## config.mk

```make
export PLATFORM = sky130hd
export DESIGN_NAME = maze_player_ctrl
export DESIGN_NICKNAME = d
export VERILOG_FILES = /design/src/rtl/maze_player_ctrl.sv
export SDC_FILE = /design/constraint.sdc
export NUM_CORES = 1
export LEC_CHECK = 0
export ABC_AREA = 1
export BUFFER_PORTS_ARGS = -buffer_cell sky130_fd_sc_hd__buf_2
export CAP_MARGIN = 30
export CORE_MARGIN = 2
export CORE_UTILIZATION = 45
export DETAILED_ROUTE_END_ITERATION = 12
export HOLD_SLACK_MARGIN = 0.03
export PLACE_DENSITY = 0.68
export SLEW_MARGIN = 5
export SYNTH_ARGS = -nofsm -noshare
export SYNTH_HDL_FRONTEND = slang
export SYNTH_SLANG_ARGS = --single-unit
```

## constraint.sdc

```tcl
create_clock -name clk -period 1.7 [get_ports clk]
set_input_delay 0.34 -clock clk [delete_from_list [all_inputs] [get_ports clk]]
set_output_delay 0.34 -clock clk [all_outputs]
set_load 0.1 [all_outputs]
```

## src/rtl/maze_player_ctrl.sv

```systemverilog
// Player position controller for the 16x16 maze.
// Accepts single-cycle direction pulses, fetches the target cell from the maze
// BRAM to test for a wall, and commits the move or reports a bump.
// Tracks the move count and whether the player is on the goal cell.
module maze_player_ctrl #(
  parameter int unsigned START_X    = 1,
  parameter int unsigned START_Y    = 1,
  parameter int unsigned GOAL_X     = 14,
  parameter int unsigned GOAL_Y     = 14,
  parameter int unsigned RD_LATENCY = 1,
  parameter int unsigned CNT_W      = 10
) (
  input  logic             clk,
  input  logic             reset,
  input  logic             start,
  input  logic             btn_up,
  input  logic             btn_down,
  input  logic             btn_left,
  input  logic             btn_right,
  input  logic [8:0]       bram_rd_data,
  output logic [7:0]       bram_rd_addr,
  output logic [3:0]       player_x,
  output logic [3:0]       player_y,
  output logic [CNT_W-1:0] move_count,
  output logic             bump,
  output logic             at_goal,
  output logic             busy
);

  localparam int unsigned WAIT_W = 2;
  localparam logic [3:0] START_X4 = 4'(START_X);
  localparam logic [3:0] START_Y4 = 4'(START_Y);
  localparam logic [3:0] GOAL_X4  = 4'(GOAL_X);
  localparam logic [3:0] GOAL_Y4  = 4'(GOAL_Y);
  localparam logic [WAIT_W-1:0] WAIT_LAST = WAIT_W'(RD_LATENCY - 1);
  localparam logic START_AT_GOAL = (START_X4 == GOAL_X4) && (START_Y4 == GOAL_Y4);

  typedef enum logic [2:0] {
    S_IDLE,
    S_READY,
    S_FETCH,
    S_CHECK,
    S_WON
  } state_t;

  state_t            r_state;
  logic [3:0]        r_x;
  logic [3:0]        r_y;
  logic [3:0]        r_tgt_x;
  logic [3:0]        r_tgt_y;
  logic [7:0]        r_addr;
  logic [CNT_W-1:0]  r_cnt;
  logic [WAIT_W-1:0] r_wait;
  logic              r_bump;
  logic              r_at_goal;
  logic              r_busy;

  logic       w_req;
  logic       w_off_grid;
  logic [3:0] w_tgt_x;
  logic [3:0] w_tgt_y;
  logic       w_wall;
  logic [3:0] w_new_x;
  logic [3:0] w_new_y;
  logic       w_new_at_goal;
  logic       w_unused_data;

  // Only the wall bit of the BRAM word carries meaning here.
  assign w_unused_data = ^bram_rd_data[8:1];
  assign w_wall        = bram_rd_data[0];

  // Pick one direction by priority (up > down > left > right) and form its target.
  always_comb begin
    w_req      = btn_up | btn_down | btn_left | btn_right;
    w_off_grid = 1'b0;
    w_tgt_x    = r_x;
    w_tgt_y    = r_y;
    if (btn_up) begin
      w_off_grid = (r_y == 4'd0);
      w_tgt_y    = r_y - 4'd1;
    end else if (btn_down) begin
      w_off_grid = (r_y == 4'd15);
      w_tgt_y    = r_y + 4'd1;
    end else if (btn_left) begin
      w_off_grid = (r_x == 4'd0);
      w_tgt_x    = r_x - 4'd1;
    end else if (btn_right) begin
      w_off_grid = (r_x == 4'd15);
      w_tgt_x    = r_x + 4'd1;
    end
  end

  // Position after the wall check completes, and whether it lands on the goal.
  always_comb begin
    w_new_x       = w_wall ? r_x : r_tgt_x;
    w_new_y       = w_wall ? r_y : r_tgt_y;
    w_new_at_goal = (w_new_x == GOAL_X4) && (w_new_y == GOAL_Y4);
  end

  // Movement FSM with all outputs registered.
  always_ff @(posedge clk) begin
    if (!reset) begin
      r_state   <= S_IDLE;
      r_x       <= START_X4;
      r_y       <= START_Y4;
      r_tgt_x   <= 4'd0;
      r_tgt_y   <= 4'd0;
      r_addr    <= 8'd0;
      r_cnt     <= '0;
      r_wait    <= '0;
      r_bump    <= 1'b0;
      r_at_goal <= 1'b0;
      r_busy    <= 1'b0;
    end else begin
      r_bump <= 1'b0;
      if (start) begin
        // Any in-flight fetch is abandoned; its data is never sampled.
        r_state   <= START_AT_GOAL ? S_WON : S_READY;
        r_x       <= START_X4;
        r_y       <= START_Y4;
        r_cnt     <= '0;
        r_wait    <= '0;
        r_busy    <= 1'b0;
        r_at_goal <= START_AT_GOAL;
      end else begin
        case (r_state)
          S_READY: begin
            if (w_req) begin
              if (w_off_grid) begin
                r_bump <= 1'b1;
              end else begin
                r_tgt_x <= w_tgt_x;
                r_tgt_y <= w_tgt_y;
                r_addr  <= {w_tgt_y, w_tgt_x};
                r_wait  <= '0;
                r_busy  <= 1'b1;
                r_state <= S_FETCH;
              end
            end
          end
          S_FETCH: begin
            if (r_wait == WAIT_LAST) begin
              r_state <= S_CHECK;
            end else begin
              r_wait <= r_wait + WAIT_W'(1);
            end
          end
          S_CHECK: begin
            if (w_wall) begin
              r_bump <= 1'b1;
            end else begin
              r_x <= r_tgt_x;
              r_y <= r_tgt_y;
              if (r_cnt != '1) begin
                r_cnt <= r_cnt + CNT_W'(1);
              end
            end
            r_at_goal <= w_new_at_goal;
            r_busy    <= 1'b0;
            r_state   <= w_new_at_goal ? S_WON : S_READY;
          end
          S_IDLE, S_WON: begin
          end
          default: r_state <= S_IDLE;
        endcase
      end
    end
  end

  assign bram_rd_addr = r_addr;
  assign player_x     = r_x;
  assign player_y     = r_y;
  assign move_count   = r_cnt;
  assign bump         = r_bump;
  assign at_goal      = r_at_goal;
  assign busy         = r_busy;

endmodule

```

==> out/metrics.csv, run 1 <==
metric,value,unit
multiInputGateArea,1170,um2
antenna_found_initial,0,
die_h,71.4,um
cts_buffers,5,
grt_pass1_wl,8.07,mm
track_usage,0.198,
power_frac_comb,0.123,
root_buffer,clkbuf_8,
layout_commonest_cell,nand2_1,
syn_nets,322,
dp_hpwl,3.54,mm
cp.required,1930,ps
clock_sinks,34,
top_layer,met4,
worst_pin_slew,493,ps
gr-total-overflow,0,
setup_viol_count_final,0,
clk_latency,290,ps
status,"finished, final reports clean",
crit_path_start_kind,flop,
dieWidth,71.4,um
powerDensity,684,nW/um2
syn_area_per_cell,6.86,um2
drtPass1Iterations,4,
die-area,5100,um2
placed_cell_area,2360,um2
nFillCells,411,
timing.final.ws_setup,99.0,ps
drive_gt1_frac,0.324,
hold_path_class,in2reg,
pre_cts_ws,73.1,ps
diodes,0,
wl,4.80,mm
regArea,733,um2
start_util,0.470,
syn_inst,298,
min_period,1600,ps
power_switching,0.466,mW
post-route-period-util,0.942,
io_pins,45,
p_seq_frac,0.464,
hold_violations,0,
ir_drop,378,uV
drc,0,
cts_buffer_depth,2,
swShare,0.270,
syn-cell-area,2040,um2
core,4350,um2
grt_max_degree,19,
rows,24,
dr_wl_met3,221,um
synth-seq-area-share,0.333,
arrival,1830,ps
portBuffers,36,
grt_pass1_vias,1746,
cts_hold_buf,0,
ys_ff_latch,34,
final_area,2520,um2
via_per_inst,4.90,
leakage,1.11,nW
max_cap_violations,0,
cts_tree,built,
tns,0,ps
antenna_left,0,
routabilityCongestion,0.869,
final_nets,372,
end_kind,flop,
critPathKind,reg2reg,
layout_common_cells,"nand2_1 (75), buf_2 (36), inv_1 (32)",
worstPathMaxFanout,6,
wl_met1,2.44,mm
dr_total_vias,1966,
slew_viol_final,0,
htree_num_levels,2,
synth_warnings,0,
area_delta_synth_final,23.4,%
fmax,0.625,GHz
p_int,1.26,mW
wl_per_cell,12.0,um
met2WireLength,2.12,mm
max-slew-margin-rel,0.674,
clkTransAtPathRegs,70,ps
fin_skew,2.43,ps
synthDistinctLibCells,30,
clockPowerShare,0.413,
rsz0062_at_grt,no,
drtIter0Drc,93,
## routing by layer
metal / track usage / up-vias
met5: 0 / -
met4: 0.0503 / 0
met3: 0.0577 / 2
met2: 0.303 / 35
met1: 0.274 / 872
li1: - / 1057
## sequential cells by signal, summed over array words and instances, names as in the netlist, 2 cells and up
| name | flops |
|---|---|
| r_tgt_y | 4 |
| r_tgt_x | 3 |
| player_x | 4 |
| player_y | 4 |
| r_state | 3 |
| move_count | 10 |
| r_wait | 2 |
## path summary, 6_finish.rpt
| kind | start | end | slack (ps) | depth (start not counted) |
|---|---|---|---|---|
| setup / recovery | player_x[0] | r_tgt_x[0] | 100 | 13 |
| setup reg to reg | player_x[0] | r_tgt_x[0] | 100 | 13 |
| hold / removal | reset | r_tgt_y[2] | 330 | 3 |
| hold reg to reg | busy | busy | 470 | 2 |
## worst max-delay path: stages (launching register included)
cell and delay [ps]:
dfxtp_4 370, ha_1 190, nand2_1 60, inv_1 40, nand3_1 70, nand2_1 80, nand2_1 60, nand2_1 90
nand2_2 120, buf_4 120, nand3_2 100, nand2_1 90, inv_1 40, nor2_1 110
## Yosys cell counts
| cell type | n | area share |
|---|---|---|
| a211oi_1 | 1 | 0.0037 |
| a21oi_1 | 25 | 0.061 |
| a21oi_2 | 7 | 0.030 |
| buf_2 | 2 | 0.0049 |
| buf_4 | 2 | 0.0073 |
| buf_6 | 1 | 0.0055 |
| clkbuf_1 | 1 | 0.0018 |
| clkinv_1 | 1 | 0.0018 |
| dfxtp_1 | 34 | 0.33 |
| ha_1 | 8 | 0.049 |
| inv_1 | 33 | 0.061 |
| inv_2 | 10 | 0.018 |
| nand2_1 | 76 | 0.14 |
| nand2_2 | 5 | 0.015 |
| nand3_1 | 9 | 0.022 |
| nand3_2 | 1 | 0.0049 |
| nand3_4 | 1 | 0.0086 |
| nand4_1 | 7 | 0.021 |
| nor2_1 | 24 | 0.044 |
| nor2_2 | 3 | 0.0092 |
| nor3_1 | 1 | 0.0024 |
| nor3_2 | 1 | 0.0049 |
| nor3b_1 | 1 | 0.0037 |
| nor4_1 | 3 | 0.0092 |
| nor4_4 | 1 | 0.010 |
| o21ai_0 | 16 | 0.039 |
| o21ai_1 | 8 | 0.020 |
| o22a_1 | 1 | 0.0043 |
| xnor2_1 | 2 | 0.0086 |
| xor2_1 | 13 | 0.056 |
## power by group through the flow
stage	clock network, mW	registers [mW]	logic, mW
global placement	0	0.819	0.200
floorplan	0	0.870	0.105
global route	0.762	0.801	0.234
CTS	0.729	0.801	0.202
finish	0.713	0.801	0.212
detailed placement	0	0.819	0.202
## logic make-up (layout without fill, tap and decap cells)
family | count (synthesis) | after routing | synth area share
simple gates | 133 | 134 | 0.296
xor+xnor | 15 | 15 | 0.0643
compound gates | 58 | 58 | 0.158
buf+inv | 50 | 100 | 0.100
fa+ha+maj | 8 | 8 | 0.0490
flops | 34 | 34 | 0.333
## metrics by stage
stage,utilization,hold WS [ps],instances,power [mW]
floorplan,-,453,298,0.975
global placement,0.543,459,388,1.02
detailed placement,0.543,458,388,1.02
CTS,0.568,322,396,1.73
global route,0.579,323,401,1.80
finish,0.579,325,401,1.73
## area by class of cell
class | count | area share
Clock buffer | 8 | 0.0437
Inverter | 44 | 0.0675
Multi-Input combinational cell | 215 | 0.465
Sequential cell | 34 | 0.291
Tap cell | 52 | 0.0258
Timing Repair Buffer | 48 | 0.107
## what timing repair did
action,4_1_cts,5_1_grt
buffers inserted,0,4
resized for setup,0,4
setup endpoints to repair,0,7
Note: power is estimated with default switching activity, not from simulation.
==> run 2: changes to the inputs <==
==> constraint.sdc (replaced) <==
create_clock -name clk -period 1.7 [get_ports clk]
set_input_delay 0.34 -clock clk [delete_from_list [all_inputs] [get_ports clk]]
set_output_delay 0.34 -clock clk [all_outputs]
set_load 0.01 [all_outputs]
==> out/metrics.csv, run 2 (same netlist as run 1, synthesis figures left out) <==
metric,value,unit
status,"finished, final reports clean",
area_delta_synth_final,21.7,%
dp_hpwl,3.61,mm
min_path_cells,3,
cts_setup_buffers,0,
dieWidth,71.4,um
crit_start,player_x[0],
drc,0,
ff2ff_path_depth,13,
root_buffer,clkbuf_8,
drtIter0Drc,73,
max-slew-margin-rel,0.730,
cts_hold_buf,0,
grt_max_degree,19,
die_h,71.4,um
routabilityCongestion,0.869,
antenna_found_initial,0,
diodes,0,
cts_resized,0,
track_usage,0.198,
final_nets,376,
worstPathMaxFanout,7,
power_switching,0.415,mW
power_frac_comb,0.103,
grt_pass1_vias,1864,
slew_viol_final,0,
io_pins,45,
wl,4.67,mm
rsz0062_at_grt,yes,
rrSetupSlack,130,ps
drtPass1Iterations,4,
dr_total_vias,1992,
fmax,0.639,GHz
crit_path_start_kind,flop,
cts_tree,built,
end_kind,flop,
grt_pass1_wl,8.00,mm
min_period,1570,ps
fin_skew,6.22,ps
clock_sinks,34,
portBuffers,36,
via_per_inst,4.92,
core,4350,um2
largest_reg_flops,10,
pre_cts_ws,103,ps
timing.final.ws_setup,134,ps
swShare,0.258,
cts_buffer_depth,2,
clkTransAtPathRegs,70,ps
hold_violations,0,
wl_per_cell,11.5,um
drive_gt1_frac,0.258,
leakage,1.12,nW
min_from,reset,
layout_common_cells,"nand2_1 (76), buf_2 (36), inv_1 (33)",
r2r-start,player_x[0],
reg2reg_to,r_tgt_x[0],
powerDensity,647,nW/um2
critPathKind,reg2reg,
p_int,1.19,mW
total_power,1.61,mW
worst_pin_slew,404,ps
clk_latency,290,ps
die-area,5100,um2
hold_path_class,in2reg,
rows,24,
hold-path-endpoint,r_tgt_x[0],
arrival,1800,ps
clockPowerShare,0.391,
cts_buffers,5,
start_util,0.470,
gr-total-overflow,0,
p_seq_frac,0.506,
htree_num_levels,2,
ir_drop,515,uV
layout_commonest_cell,nand2_1,
antenna_left,0,
cp.required,1940,ps
setup_viol_count_final,0,
post-route-period-util,0.921,
max_cap_violations,0,
## run 2: cell count changes in the layout (fill, tap and decap cells not counted), sizes merged
cell | before | now
buf | 48 | 53
clkinv | 1 | 2
clkbuf | 8 | 7
nand3 | 12 | 11
## run 2: worst max path at each step
stage                            end  slack [ps]
after floorplan           r_tgt_x[0]         130
after global placement    r_tgt_x[0]         110
after detailed placement  r_tgt_y[2]         100
after CTS                 r_tgt_x[0]          90
after global routing       r_wait[1]         -70
final                     r_tgt_x[0]         130
## run 2: power groups by stage
| stage | logic, mW | registers [mW] | clock network [mW] |
|---|---|---|---|
| 3_5_place_dp | 0.164 | 0.832 | 0 |
| 2_1_floorplan | 0.105 | 0.835 | 0 |
| 4_1_cts | 0.165 | 0.814 | 0.646 |
| 3_3_place_gp | 0.161 | 0.832 | 0 |
| 5_1_grt | 0.190 | 0.815 | 0.671 |
| 6_report | 0.166 | 0.814 | 0.630 |
## run 2: critical path: stages, from the launching register on
cell and delay (ps):
dfxtp_2 340, ha_1 190, nand2_1 60, inv_1 40
nand3_1 70, nand2_1 80, nand2_1 60, nand2_1 70
nand2_1 120, nand3_4 150, buf_4 180, nand2_1 50
inv_1 30, nor2_1 80
## run 2: cell type report
type	instances	area [um2]
inverters	44	170
clock inverters	1	5.00
multi-input cells	214	1160
well taps	52	65.1
clock buffers	7	86.3
fillers	417	1870
flip-flops and latches	34	683
repair buffers	53	320
## run 2: through the flow
stage	cell area [um2]	std cells	setup TNS (ps)	util	hold slack, ps
2_1_floorplan	2040	298	0	-	460
3_3_place_gp	2390	397	0	0.549	451
3_5_place_dp	2390	397	0	0.549	455
4_1_cts	2480	405	0	0.570	320
5_1_grt	2490	405	-225	0.572	347
6_report	2490	405	0	0.572	323
## run 2: layer usage
| metal | vias up | wire length, um | global-route usage |
|---|---|---|---|
| li1 | 1065 | - | - |
| met1 | 883 | 2340 | 0.267 |
| met2 | 37 | 2060 | 0.305 |
| met3 | 7 | 190 | 0.0422 |
| met4 | 0 | 80 | 0.0922 |
| met5 | - | 0 | 0 |
==> run 3: changes to the inputs <==
--- a/config.mk
+++ b/config.mk
@@ -13,6 +13,7 @@
 export DETAILED_ROUTE_END_ITERATION = 12
 export HOLD_SLACK_MARGIN = 0.03
 export PLACE_DENSITY = 0.68
+export SETUP_SLACK_MARGIN = 0.2
 export SLEW_MARGIN = 5
 export SYNTH_ARGS = -nofsm -noshare
 export SYNTH_HDL_FRONTEND = slang
==> out/metrics.csv, run 3 (same netlist as run 1, synthesis figures left out) <==
metric,value,unit
status,"finished, final reports clean",
cp_slowest_cell,dfxtp_4,
wl,4.95,mm
gr-total-overflow,0,
antenna_left,0,
clock_sinks,34,
die-area,5100,um2
critPathMaxStageDelay,390,ps
worst_path_dominant_cell_family,simple AND/OR/NAND/NOR gates,
cts_buffers,5,
ir_drop,679,uV
fin_skew,4.20,ps
grt_pass1_wl,7.82,mm
largest_reg_flops,10,
final_area,2690,um2
powerDensity,598,nW/um2
diodes,0,
max_cap_violations,0,
root_buffer,clkbuf_8,
regArea,701,um2
p_seq_frac,0.503,
critPathBufInv,2,
area_delta_synth_final,31.3,%
cp.required,1920,ps
wl_per_cell,12.0,um
io_pins,45,
die_h,71.4,um
clkTransAtPathRegs,70,ps
worst_path_most_repeated_cell,nand2_2,
portBuffers,36,
core,4350,um2
drive_gt1_frac,0.370,
worstPathMaxFanout,8,
fmax,0.661,GHz
layout_commonest_cell,nand2_1,
end_kind,flop,
nFillCells,410,
final_nets,382,
post-route-period-util,0.890,
worst_pin_slew,337,ps
dp_hpwl,3.52,mm
routabilityCongestion,0.850,
path_cells,inv_4 -> ha_4 -> nand4_1 -> nand2_2 -> nand2_2 -> nand2_2 -> nand2_2 -> nand3_4 -> inv_6 -> nand2_2 -> a21oi_2,
swShare,0.257,
min_period,1510,ps
cts_tree,built,
cts_buffer_depth,2,
arrival,1730,ps
clockPowerShare,0.385,
dieWidth,71.4,um
critPathKind,reg2reg,
clk_latency,280,ps
max-slew-margin-rel,0.773,
start_util,0.470,
drc,0,
rsz0062_at_grt,yes,
placed_cell_area,2370,um2
layout_common_cells,"nand2_1 (63), buf_2 (36), inv_1 (28), dfxtp_1 (28)",
track_usage,0.189,
multiInputGateArea,1290,um2
tns,0,ps
p_int,1.19,mW
htree_num_levels,2,
crit_path_start_kind,flop,
slew_viol_final,0,
power_switching,0.413,mW
grt_max_degree,19,
hold_violations,0,
grt_pass1_vias,1749,
drtIter0Drc,80,
power_frac_comb,0.112,
hold_path_class,in2reg,
dr_total_vias,2030,
leakage,1.16,nW
cts_hold_buf,0,
antenna_found_initial,0,
via_per_inst,4.94,
rows,24,
setup_viol_count_final,0,
hold_ws,346,ps
drtPass1Iterations,4,
## run 3: changes by cell type in the layout (fill, tap and decap cells not counted), sizes merged
cell  delta
buf      +6
## run 3: power groups by stage
stage	Sequential [mW]	Clock [mW]	Combinational, mW
floorplan	0.835	0	0.105
global placement	0.832	0	0.156
detailed placement	0.832	0	0.157
CTS	0.812	0.635	0.165
global route	0.808	0.658	0.202
finish	0.807	0.618	0.180
## run 3: path summary, 6_finish.rpt
kind | startpoint | endpoint | slack, ps | cells past startpoint
max reg2reg | player_x[1] | bram_rd_addr[3] | 190 | 11
min reg2reg | busy | busy | 470 | 2
min | reset | r_tgt_y[1] | 350 | 3
max | player_x[1] | bram_rd_addr[3] | 190 | 11
## run 3: final cells by class
cell class / instances / area share
Multi-Input combinational cell: 214 / 0.479
Sequential cell: 34 / 0.261
Timing Repair Buffer: 59 / 0.137
Inverter: 44 / 0.0643
Clock buffer: 7 / 0.0322
Tap cell: 52 / 0.0242
Clock inverter: 1 / 0.00186
## run 3: stage by stage
step	std cells	power (mW)	util	setup slack, ps
6_report	411	1.60	0.617	187
4_1_cts	407	1.61	0.582	192
3_3_place_gp	395	0.988	0.543	101
5_1_grt	411	1.67	0.617	103
2_1_floorplan	298	0.940	-	221
3_5_place_dp	395	0.990	0.543	105
## run 3: per-layer routing
metal  part of all wire  routed length (um)  global-route usage  vias up
li1                   -                   -                   -     1074
met1               0.47                2350               0.266      916
met2               0.48                2370               0.294       36
met3              0.038                 189              0.0394        4
met4             0.0093                  46              0.0524        0
met5                  0                   0                   0        -
## run 3: what timing repair did
action                     CTS  global route
setup endpoints to repair   20            23
buffers inserted             4             4
pin swaps                    7            13
gates resized for setup     18            35
## run 3: worst reg2reg max path, stage by stage, from the launching register on
cell,delay (ps)
dfxtp_4,390
inv_4,50
ha_4,150
nand4_1,100
nand2_2,90
nand2_2,60
nand2_2,60
nand2_2,90
nand3_4,140
inv_6,140
nand2_2,60
a21oi_2,130
